===== src/rtl/alu_instr_encoder_pkg.sv =====
// alu_instr_encoder_pkg: ALU op codes, RV32I opcode/funct constants
// and the request-to-instruction encoder function.
package alu_instr_encoder_pkg;

  typedef enum logic [3:0] {
    ALU_ADD   = 4'd0,
    ALU_SUB   = 4'd1,
    ALU_AND   = 4'd2,
    ALU_OR    = 4'd3,
    ALU_XOR   = 4'd4,
    ALU_SLL   = 4'd5,
    ALU_SRL   = 4'd6,
    ALU_SRA   = 4'd7,
    ALU_SLT   = 4'd8,
    ALU_SLTU  = 4'd9,
    ALU_LUI   = 4'd10,
    ALU_AUIPC = 4'd11
  } alu_op_e;

  localparam logic [6:0] OPC_OP    = 7'b0110011;
  localparam logic [6:0] OPC_LUI   = 7'b0110111;
  localparam logic [6:0] OPC_AUIPC = 7'b0010111;

  localparam logic [2:0] F3_ADD  = 3'b000;
  localparam logic [2:0] F3_SLL  = 3'b001;
  localparam logic [2:0] F3_SLT  = 3'b010;
  localparam logic [2:0] F3_SLTU = 3'b011;
  localparam logic [2:0] F3_XOR  = 3'b100;
  localparam logic [2:0] F3_SR   = 3'b101;
  localparam logic [2:0] F3_OR   = 3'b110;
  localparam logic [2:0] F3_AND  = 3'b111;

  localparam logic [6:0] F7_BASE = 7'b0000000;
  localparam logic [6:0] F7_ALT  = 7'b0100000;

  localparam logic [31:0] ILLEGAL_WORD = 32'hDEADBEEF;

  function automatic logic is_legal(input logic [3:0] op);
    return op <= ALU_AUIPC;
  endfunction

  function automatic logic [31:0] r_type(
    input logic [6:0] f7,
    input logic [2:0] f3,
    input logic [4:0] rd,
    input logic [4:0] rs1,
    input logic [4:0] rs2
  );
    return {f7, rs2, rs1, f3, rd, OPC_OP};
  endfunction

  function automatic logic [31:0] encode_alu(
    input logic [3:0]  op,
    input logic [4:0]  rd,
    input logic [4:0]  rs1,
    input logic [4:0]  rs2,
    input logic [19:0] imm
  );
    logic [31:0] w;
    w = ILLEGAL_WORD;
    case (op)
      ALU_ADD:   w = r_type(F7_BASE, F3_ADD, rd, rs1, rs2);
      ALU_SUB:   w = r_type(F7_ALT, F3_ADD, rd, rs1, rs2);
      ALU_AND:   w = r_type(F7_BASE, F3_AND, rd, rs1, rs2);
      ALU_OR:    w = r_type(F7_BASE, F3_OR, rd, rs1, rs2);
      ALU_XOR:   w = r_type(F7_BASE, F3_XOR, rd, rs1, rs2);
      ALU_SLL:   w = r_type(F7_BASE, F3_SLL, rd, rs1, rs2);
      ALU_SRL:   w = r_type(F7_BASE, F3_SR, rd, rs1, rs2);
      ALU_SRA:   w = r_type(F7_ALT, F3_SR, rd, rs1, rs2);
      ALU_SLT:   w = r_type(F7_BASE, F3_SLT, rd, rs1, rs2);
      ALU_SLTU:  w = r_type(F7_BASE, F3_SLTU, rd, rs1, rs2);
      ALU_LUI:   w = {imm, rd, OPC_LUI};
      ALU_AUIPC: w = {imm, rd, OPC_AUIPC};
      default:   w = ILLEGAL_WORD;
    endcase
    return w;
  endfunction

endpackage


===== src/rtl/alu_instr_encoder_fifo.sv =====
// alu_enc_fifo: circular buffer of encoded words with occupancy count.
// Ports: i_push/i_pop/i_flush, i_wdata in; o_rdata (0 when empty),
// o_count, o_full, o_empty out.
module alu_enc_fifo #(
  parameter int WIDTH = 32,
  parameter int DEPTH = 4
) (
  input  logic                           clk,
  input  logic                           rst,
  input  logic                           i_push,
  input  logic                           i_pop,
  input  logic                           i_flush,
  input  logic [WIDTH-1:0]               i_wdata,
  output logic [WIDTH-1:0]               o_rdata,
  output logic [$clog2(DEPTH+1)-1:0]     o_count,
  output logic                           o_full,
  output logic                           o_empty
);

  localparam int AW = $clog2(DEPTH);
  localparam int CW = $clog2(DEPTH+1);

  logic [WIDTH-1:0] r_mem [DEPTH];
  logic [AW-1:0]    r_wptr;
  logic [AW-1:0]    r_rptr;
  logic [CW-1:0]    r_count;
  logic             w_push;
  logic             w_pop;

  assign o_count = r_count;
  assign o_full  = r_count == CW'(DEPTH);
  assign o_empty = r_count == '0;

  // Guards here so the buffer stays consistent whatever the caller does.
  assign w_push = i_push && !o_full && !i_flush;
  assign w_pop  = i_pop && !o_empty && !i_flush;

  assign o_rdata = o_empty ? '0 : r_mem[r_rptr];

  always_ff @(posedge clk) begin
    if (w_push) r_mem[r_wptr] <= i_wdata;
  end

  always_ff @(posedge clk or posedge rst) begin
    if (rst) begin
      r_wptr  <= '0;
      r_rptr  <= '0;
      r_count <= '0;
    end else if (i_flush) begin
      r_wptr  <= '0;
      r_rptr  <= '0;
      r_count <= '0;
    end else begin
      if (w_push) r_wptr <= r_wptr + AW'(1);
      if (w_pop)  r_rptr <= r_rptr + AW'(1);
      case ({w_push, w_pop})
        2'b10:   r_count <= r_count + CW'(1);
        2'b01:   r_count <= r_count - CW'(1);
        default: r_count <= r_count;
      endcase
    end
  end

endmodule


===== src/rtl/alu_instr_encoder.sv =====
// alu_instr_encoder: encodes ALU requests to RV32I words, buffers them
// and issues them with an issue-order PC.
// Ports: req_* valid/ready request in; instr_valid/instr_ready/instr/
// instr_pc issue out; flush/flush_pc; count; illegal_err.
// Build option ALU_ENC_ILLEGAL_TRAP_EN: illegal ops are acked, dropped
// and flagged in sticky illegal_err instead of queued as DEADBEEF.
module alu_instr_encoder
  import alu_instr_encoder_pkg::*;
#(
  parameter int          DEPTH    = 4,
  parameter logic [31:0] PC_RESET = 32'h0000_0000,
  parameter logic [31:0] PC_STEP  = 32'd4
) (
  input  logic                       clk,
  input  logic                       rst,
  input  logic                       req_valid,
  output logic                       req_ready,
  input  logic [3:0]                 req_op,
  input  logic [4:0]                 req_rd,
  input  logic [4:0]                 req_rs1,
  input  logic [4:0]                 req_rs2,
  input  logic [19:0]                req_imm,
  output logic                       instr_valid,
  input  logic                       instr_ready,
  output logic [31:0]                instr,
  output logic [31:0]                instr_pc,
  input  logic                       flush,
  input  logic [31:0]                flush_pc,
  output logic [$clog2(DEPTH+1)-1:0] count,
  output logic                       illegal_err
);

  logic        w_full;
  logic        w_empty;
  logic        w_accept;
  logic        w_push;
  logic        w_pop;
  logic [31:0] w_enc;
  logic [31:0] r_pc;

  assign req_ready = !w_full && !flush;
  assign w_accept  = req_valid && req_ready;
  assign w_enc     = encode_alu(req_op, req_rd, req_rs1, req_rs2, req_imm);
  assign w_pop     = instr_valid && instr_ready && !flush;

`ifdef ALU_ENC_ILLEGAL_TRAP_EN
  logic w_illegal;
  logic r_err;

  assign w_illegal   = !is_legal(req_op);
  assign w_push      = w_accept && !w_illegal;
  assign illegal_err = r_err;

  always_ff @(posedge clk or posedge rst) begin
    if (rst) begin
      r_err <= 1'b0;
    end else if (flush) begin
      r_err <= 1'b0;
    end else if (w_accept && w_illegal) begin
      r_err <= 1'b1;
    end
  end
`else
  assign w_push      = w_accept;
  assign illegal_err = 1'b0;
`endif

  alu_enc_fifo #(
    .WIDTH (32),
    .DEPTH (DEPTH)
  ) u_fifo (
    .clk     (clk),
    .rst     (rst),
    .i_push  (w_push),
    .i_pop   (w_pop),
    .i_flush (flush),
    .i_wdata (w_enc),
    .o_rdata (instr),
    .o_count (count),
    .o_full  (w_full),
    .o_empty (w_empty)
  );

  assign instr_valid = !w_empty;
  assign instr_pc    = r_pc;

  always_ff @(posedge clk or posedge rst) begin
    if (rst) begin
      r_pc <= PC_RESET;
    end else if (flush) begin
      r_pc <= flush_pc;
    end else if (w_pop) begin
      r_pc <= r_pc + PC_STEP;
    end
  end

endmodule


===== config.mk =====
export PLATFORM = sky130hd
export DESIGN_NAME = alu_instr_encoder
export DESIGN_NICKNAME = d
export VERILOG_FILES = /design/src/rtl/alu_instr_encoder_pkg.sv /design/src/rtl/alu_instr_encoder_fifo.sv /design/src/rtl/alu_instr_encoder.sv
export SDC_FILE = /design/constraint.sdc
export NUM_CORES = 1
export LEC_CHECK = 0
export CORE_MARGIN = 2
export CORE_UTILIZATION = 25
export CTS_CLUSTER_DIAMETER = 100
export CTS_CLUSTER_SIZE = 14
export DETAILED_ROUTE_END_ITERATION = 8
export SYNTH_ARGS = -nofsm -noshare
export SYNTH_HDL_FRONTEND = slang
export SYNTH_SLANG_ARGS = --single-unit

===== constraint.sdc =====
create_clock -name clk -period 6.3 [get_ports clk]
set_clock_uncertainty 0.2 [all_clocks]
set_input_delay 1.26 -clock clk [delete_from_list [all_inputs] [get_ports clk]]
set_output_delay 1.26 -clock clk [all_outputs]
set_load 0.01 [all_outputs]

# Word-level counts from Yosys, hierarchy flattened
# Memories as Yosys holds them, arrays and structs flattened.
# Index checks and enable logic that the tools add are counted.
# totals
ff_bits	39
ram_bits	128
inputBits	76
memories	1
# op_classes
reduce_logical	17
n_eq_ne	14
addsub	5
n_mux	12
# memory_table
name	words	word_bits	rd	rd_ports_with_merged_regs	wr	line_no	text
u_fifo.r_mem	4	32	1	0	1	alu_instr_encoder_fifo.sv:23	logic [WIDTH-1:0] r_mem [DEPTH];
# op_table
operator	count
32-bit case mux with 12 select lines	1
32-bit two-way mux	3
32-bit by 3-bit adder with 32-bit output (second input constant)	1
4-bit by 3-bit equality test with 1-bit output (second input constant)	4
4-bit equality test (second input constant)	4
4-bit by 2-bit equality test with 1-bit output (second input constant)	2
1-bit logical AND	8
2-bit two-way mux	4
3-bit case mux with 2 select lines	1
2-bit nonzero test	3
2-bit by 1-bit adder with 2-bit output (second input constant)	2
4-bit by 1-bit equality test with 1-bit output (second input constant)	1
4-bit zero test	1
3-bit by 1-bit adder with 3-bit output (second input constant)	1
3-bit equality test (second input constant)	1
1-bit zero test	3
3-bit zero test	1
3-bit two-way mux	1
3-bit nonzero test	1
3-bit by 1-bit subtractor with 3-bit output (second input constant)	1
2-bit by 1-bit equality test with 1-bit output (second input constant)	1
2-bit equality test (second input constant)	1
1-bit two-way mux	2

# Logic depth before layout (Yosys ltp)
# Gate-level depths: netlist (run 1).
# logic_depth
word_depth	9
mapped_depth	8

# Cells and area by module
# A second synthesis (run 1) with hierarchy kept.
# unflattened
cells_unflattened	560
hier_area_um2	7714.9
# modules_own_cells
module	cells_each	n_inst	area_each_um2	seq_area_each_um2
alu_enc_fifo	268	1	5444.0	4018.9
alu_instr_encoder	292	1	2270.9	800.8

# Least setup slack after synthesis (run 1)
# Ideal clock, no wire load.
# synth_timing
path_kind	in2out
start	in flush
end	out req_ready
arrival_ps	1805
n_path_buf	2
path_slack_ps	3035
cell_stages	3
path_cell_list	clkbuf_8 -> clkbuf_1 -> a21oi_1
# synth_via
elab_chain_len	2
# synth_rtl
element	line_no	text
start, declared	alu_instr_encoder.sv:27	input logic flush,
1-bit zero test	alu_instr_encoder.sv:41	assign req_ready = !w_full && !flush;
1-bit logical AND	alu_instr_encoder.sv:41	
end, declared	alu_instr_encoder.sv:17	output logic req_ready,
# No other way between the ends.

# Worst setup path in the final report (run 1)
# layout_timing
start	reg u_fifo.r_rptr[0]
end	out instr[24]
# layout_via
elab_chain_len	2
# layout_rtl
element	line_no	text
start, declared	alu_instr_encoder_fifo.sv:25	logic [AW-1:0] r_rptr;
start signal, assigned	alu_instr_encoder_fifo.sv:55	if (w_pop) r_rptr <= r_rptr + AW'(1);
memory read 4 x 32 bit	--	
32-bit two-way mux	alu_instr_encoder_fifo.sv:38	assign o_rdata = o_empty ? '0 : r_mem[r_rptr];
end, declared	alu_instr_encoder.sv:25	output logic [31:0] instr,
# No other way between the ends.

==> results.md, run 1 <==
- Synth async-reset ratio: 0.2516
- Global placer's final weighted congestion: 0.7696
- Pre-antenna DRT Iters: 5
- Maximum VDD drop: 0.1495 mV
- Multi-input gate area: 2369 um^2
- Outcome: finished, final reports clean
- Setup violators final: 0
- Main synth FF type: edfxtp_1
- Crit Path Max Fanout: 31
- Hold path start: instr_pc[0]
- Worst hold stages: 1
- Layout cells sized above 1: 0.1352
- Placed Area: 8841 um^2
- F_max: 234.9 MHz
- Initial antenna violation count: 0
- Yosys reg bits: 155
- Critical Path Start: u_fifo.r_rptr[0]
- Area grow syn2layout: 32.97%
- Final setup margin: 2.043 ns
- Max-slew violations: 0
- WHS: 0.3116 ns
- Cts hold-fix bufs: 0
- Slew @ Worst Pin: 1.068 ns
- Register area: 4462 um^2
- Hold Path Class: reg -> reg
- Syn. warnings: 0
- Die area: 29,680 um^2
- Register area share after synthesis: 0.6298
- Leakage power: 0.003137 uW
- Total Nets Final: 720
- Crit path launch type: flip-flop
- Chip height: 172.3 um
- CP Cell Sequence: mux4_2 -> nor2b_1 -> clkdlybuf4s50_1
- Largest cells by area after synthesis: edfxtp_1 49%, dfrtp_1 14%, mux4_2 9.2%
- Max incr delay on CP: 1.07 ns
- RSZ-0062 raised after global routing: no
- PwrDens: 352.8 nW/um^2
- Rows: 61
- Number of synthesized flops with an enable pin: 116
- Slowest CP cell: dfrtp_2
- Endpoint of the worst hold path: instr_pc[0]
- Final setup TNS: 0 ns
- Worst Path Arrival: 2.80 ns
- Inst Count DP: 997
- WL final: 16,950 um
- Finished Layout Cells: 1,029
- Max_slew headroom: 0.2877
- Vias per inst: 4.347
- Fin crit period: 4.257 ns
- Worst Path Required: 4.84 ns
- Average wire per standard cell: 16.47 um
- Worst R2R Path Depth: 8
- Clock buffer depth: 2
- Num ports: 146
- Kind of critical path: reg -> out
- Chip width: 172.3 um
- Detailed Place HPWL: 11,160 um
- GRT overflow: 0
- Design Area, Final: 9415 um^2
- Post-place setup slack: 2.400 ns
- Initial core utilization: 0.2542
- Library cells used by synthesis: 48
- Port-buffer cells: 144
- Setup Fix Bufs, Post-CTS: 0
- Cells after synthesis: 502
- GRT Util Overall: 0.1167
- Mapped cell area: 7081 um^2
- Post-route ant nets: 0
- Largest net degree at the start of global routing: 71
- Clk Tree Root Cell: clkbuf_16
- H-tree levels: 4
- Max Cap Viol: 0
- Internal reg-to-reg setup slack: 3.72 ns
- Hold Vio Cnt, Final: 0
- Core Area: 27,860 um^2
- 1st-iter DRT viols: 254
- Reg-to-reg endpoint: u_fifo.o_count[2]
- CTS Buf Count: 17
- Fillers: 2,708
- Crit. End Element: output port
- Critical R2R Launch: u_fifo.o_count[1]
- CTS tree: yes
- Mapped Nets: 584
- Diodes inserted: 0
- DR DRC count: 0
- Clock sink count: 155
- Vias in the first global route: 4,549
- Worst-Skew Late Latency: 0.42 ns
- Post-Syn Area per Cell: 14.10 um^2
- Via Count: 4,473
- First-pass GRT wire length: 25,790 um
- Share of the synthesized area in the top cell type: 0.4920
- Clock Pin Slew Worst Setup and Hold Paths: 0.06 ns
- Post-CTS Resized: 0
- Cell accounting for the most synthesized area: edfxtp_1
- Crit share post-route: 0.6758
how the worst max path moves through the flow:
stage               slack (ns)   endpoint
floorplan                 3.03  req_ready
global placement          2.38  instr[27]
detailed placement        2.40   instr[2]
CTS                       1.94   instr[2]
global route              1.81  instr[24]
finish                    2.04  instr[24]
metrics by stage:
step                      utilization  total power [uW]
final                          0.3380              3321
after CTS                      0.3380              3384
after global routing           0.3380              3502
after global placement         0.3174              2375
after detailed placement       0.3174              2381
after floorplan                     -              1869
state kept, by name (all words and copies together) (netlist names):
name / cells
u_fifo.r_rptr: 2
instr_pc: 32
u_fifo.o_count: 3
u_fifo.r_wptr: 2
u_fifo.r_mem: 116
report_power, final:
group	internal, uW	switching, uW
Combinational	579	432
Clock	530	459
Sequential	1190	130
Total	2300	1020
synth_stat cells (all sizes together) (2+ instances only):
master     n
a21oi      8
a22o       2
and2       7
and3       6
and4       4
buf       14
clkbuf    18
dfrtp     39
edfxtp   116
ha         5
inv       17
mux2       4
mux2i      2
mux4      29
nand2     43
nand2b     6
nand3      7
nand4      6
nor2      24
nor2b     29
nor3      18
nor4       8
o21ai     32
o22a      12
o2bb2ai    3
o31ai      2
xnor2     26
xor2       5
kinds of logic (layout without fill, tap and decap cells):
family                   count (synthesis)  count (layout)  synth area share
adder cells (fa/ha/maj)                  6               6           0.01166
multiplexers                            35              35            0.1014
other                                    1               1         0.0005296
AO/OA/AOI/OAI                           66              66           0.05902
XOR/XNOR                                31              31           0.03835
flip-flops                             155             155            0.6298
buffers and inverters                   49             198           0.03711
AND/OR/NAND/NOR                        159             159            0.1221
cell type report:
cell class | instances | share of cell area
multi-input combinational | 298 | 0.2516
timing repair buffer | 149 | 0.1565
clock inverter | 14 | 0.01542
tap | 378 | 0.05023
clock buffer | 18 | 0.04558
sequential | 155 | 0.4739
inverter | 17 | 0.006777
layout by cell type (no fill, tap or decap), drive strengths merged, types with 3 or more instances in the layout:
| cell | n |
|---|---|
| nor2b | 29 |
| and3 | 6 |
| clkdlybuf4s50 | 143 |
| mux4 | 29 |
| dfrtp | 39 |
| and2 | 7 |
| clkbuf | 18 |
| and4 | 4 |
| edfxtp | 116 |
| a21oi | 8 |
| o2bb2ai | 3 |
| nand3 | 7 |
| nand2 | 43 |
| xnor2 | 26 |
| nor2 | 24 |
| nor3 | 18 |
| inv | 27 |
| mux2 | 4 |
| nand2b | 6 |
| nand4 | 6 |
| o22a | 12 |
| buf | 6 |
| nor4 | 8 |
| xor2 | 5 |
| ha | 5 |
| o21ai | 32 |
routing by layer:
layer,track usage,share of wire
met3,0.02472,0.037
met1,0.1514,0.45
met2,0.1875,0.49
met4,0.05298,0.028
met5,0,0
worst max-delay path: cells and delay by family (launching register included):
| family | cells | cell delay, ns |
|---|---|---|
| flip-flops | 1 | 1.07 |
| AND/OR/NAND/NOR | 1 | 0.16 |
| multiplexers | 1 | 0.64 |
| buffers and inverters | 1 | 0.49 |
(Power assumes the default switching activity.)
==> run 2, diff against run 1 <==
Clock period 6.3 ns to 3.7 ns, I/O delays scaled along.
==> run 2 against run 1 <==
Effect of this change: clock power grew 74%; register-to-register slack lost 2.5 ns; die area unchanged; utilization increased by 0.62 points; largest cell class unchanged; clock-buffer cell count shrank 1; sequential power is 64% higher; critical path depth is 1 higher; via count up 1.6%.
==> results.md, run 2 (synthesis gave the netlist of run 1 again) <==
- PwrDens: 603.1 nW/um^2
- Total Nets Final: 731
- Setup Fix Bufs, Post-CTS: 0
- Num ports: 146
- Post-route ant nets: 0
- Slowest CP cell: mux4_2
- Worst R2R Path Depth: 8
- Layout cells sized above 1: 0.1511
- Slew @ Worst Pin: 0.6923 ns
- Max_slew headroom: 0.5370
- GRT overflow: 0
- Kind of critical path: reg -> out
- Largest net degree at the start of global routing: 69
- CTS tree: yes
- Leakage power: 0.003217 uW
- Most frequent cells in the layout: 143 x clkdlybuf4s50_1, 116 x edfxtp_1, 43 x nand2_1, 37 x dfrtp_1
- Vias per inst: 4.370
- Max incr delay on CP: 0.53 ns
- Vias in the first global route: 4,558
- Chip width: 172.3 um
- Hold Path Class: reg -> reg
- WL final: 17,600 um
- Core Area: 27,860 um^2
- RSZ-0062 raised after global routing: no
- H-tree levels: 4
- First-pass GRT wire length: 26,780 um
- Hold path start: instr_pc[1]
- Maximum VDD drop: 0.2453 mV
- Worst Path Required: 2.76 ns
- Outcome: finished, final reports clean
- Worst Path Arrival: 2.41 ns
- GRT Util Overall: 0.1219
- Routed wl met2: 8715 um
- Clock sink count: 155
- WL met1: 7851 um
- Cts hold-fix bufs: 0
- Clock buffer depth: 2
- Chip height: 172.3 um
- DR DRC count: 0
- Rows: 61
- Final core occ: 0.3441
- Fin crit period: 3.350 ns
- Worst-Skew Late Latency: 0.42 ns
- Max Cap Viol: 0
- Via Count: 4,545
- Initial antenna violation count: 1
- Placed Area: 8986 um^2
- Critical Path Start: u_fifo.r_rptr[0]
- CTS Buf Count: 17
- Clock Pin Slew Worst Setup and Hold Paths: 0.07 ns
- Initial core utilization: 0.2542
- Final setup TNS: 0 ns
- Setup violators final: 0
- Port-buffer cells: 144
- 1st-iter DRT viols: 273
- Crit Path Max Fanout: 26
- Crit. End Element: output port
- Pre-antenna DRT Iters: 4
- Max layer used: met5
- Average wire per standard cell: 16.92 um
- Die area: 29,680 um^2
- Detailed Place HPWL: 11,870 um
- Largest register FFs: 116
- Met3 wire length: 680 um
- Clk Tree Root Cell: clkbuf_16
- Design Area, Final: 9587 um^2
- Global placer's final weighted congestion: 0.7851
- Worst hold stages: 1
- Max-slew violations: 0
- F_max: 298.5 MHz
- Pwr Total: 5781 uW
- Hold Vio Cnt, Final: 0
- Post-CTS Resized: 0
- Critical R2R Launch: u_fifo.o_count[0]
- Commonest non-fill, non-tap cell in the layout: clkdlybuf4s50_1
- Largest Register: u_fifo.r_mem
- CP Cell Sequence: buf_12 -> mux4_2 -> nor2b_1 -> clkdlybuf4s50_1
- Diodes inserted: 0
- Crit share post-route: 0.9053
- Area grow syn2layout: 35.39%
- Crit path launch type: flip-flop
## run 2: cell count changes in the layout (fill, tap and decap cells not counted), sizes merged
cell	delta
inv	-4
clkinv	+5
clkbuf	-1
buf	+11
## run 2: final timing paths
check	endpoint	slack [ns]
worst max-delay path	instr[25]	0.35
worst min-delay path	instr_pc[1]	0.31
worst max register to register	u_fifo.o_count[2]	1.19
worst min register to register	instr_pc[1]	0.31
max in group asynchronous	u_fifo.r_rptr[1]	2.33
min in group asynchronous	instr_pc[27]	0.55
## run 2: layout make-up
| class | instances | area [um^2] |
|---|---|---|
| clock buffer | 17 | 425.4 |
| clock inverter | 15 | 175.2 |
| fill | 2716 | 18270 |
| inverter | 17 | 63.81 |
| multi-input combinational | 298 | 2369 |
| sequential | 155 | 4462 |
| tap | 378 | 473.0 |
| timing repair buffer | 160 | 1619 |
## run 2: per-stage QoR
stage	setup WS [ns]	std cells	hold slack, ns
2_1_floorplan	0.9640	502	0.3511
3_5_place_dp	0.6700	1008	0.3001
3_3_place_gp	0.6695	1008	0.2911
5_1_grt	0.2159	1040	0.3256
4_1_cts	0.2829	1040	0.3158
6_report	0.3503	1040	0.3095
## run 2: report_power, final
part / switching, uW / total, uW / leakage [uW] / internal, uW
Sequential: 134 / 2160 / 0.00153 / 2030
Combinational: 853 / 1900 / 0.00140 / 1050
Clock: 809 / 1720 / 0.000287 / 910
## run 2: worst max-delay path, delay by kind of cell (launching register included)
kind / cells / cell delay, ns
mux: 1 / 0.53
simple gates: 1 / 0.17
flops: 1 / 0.50
buf+inv: 2 / 0.77
## run 2: routing by layer
| metal | track usage | up-vias |
|---|---|---|
| met4 | 0.04019 | 2 |
| li1 | - | 2150 |
| met2 | 0.1996 | 83 |
| met1 | 0.1584 | 2291 |
| met3 | 0.03044 | 19 |
| met5 | 0 | - |
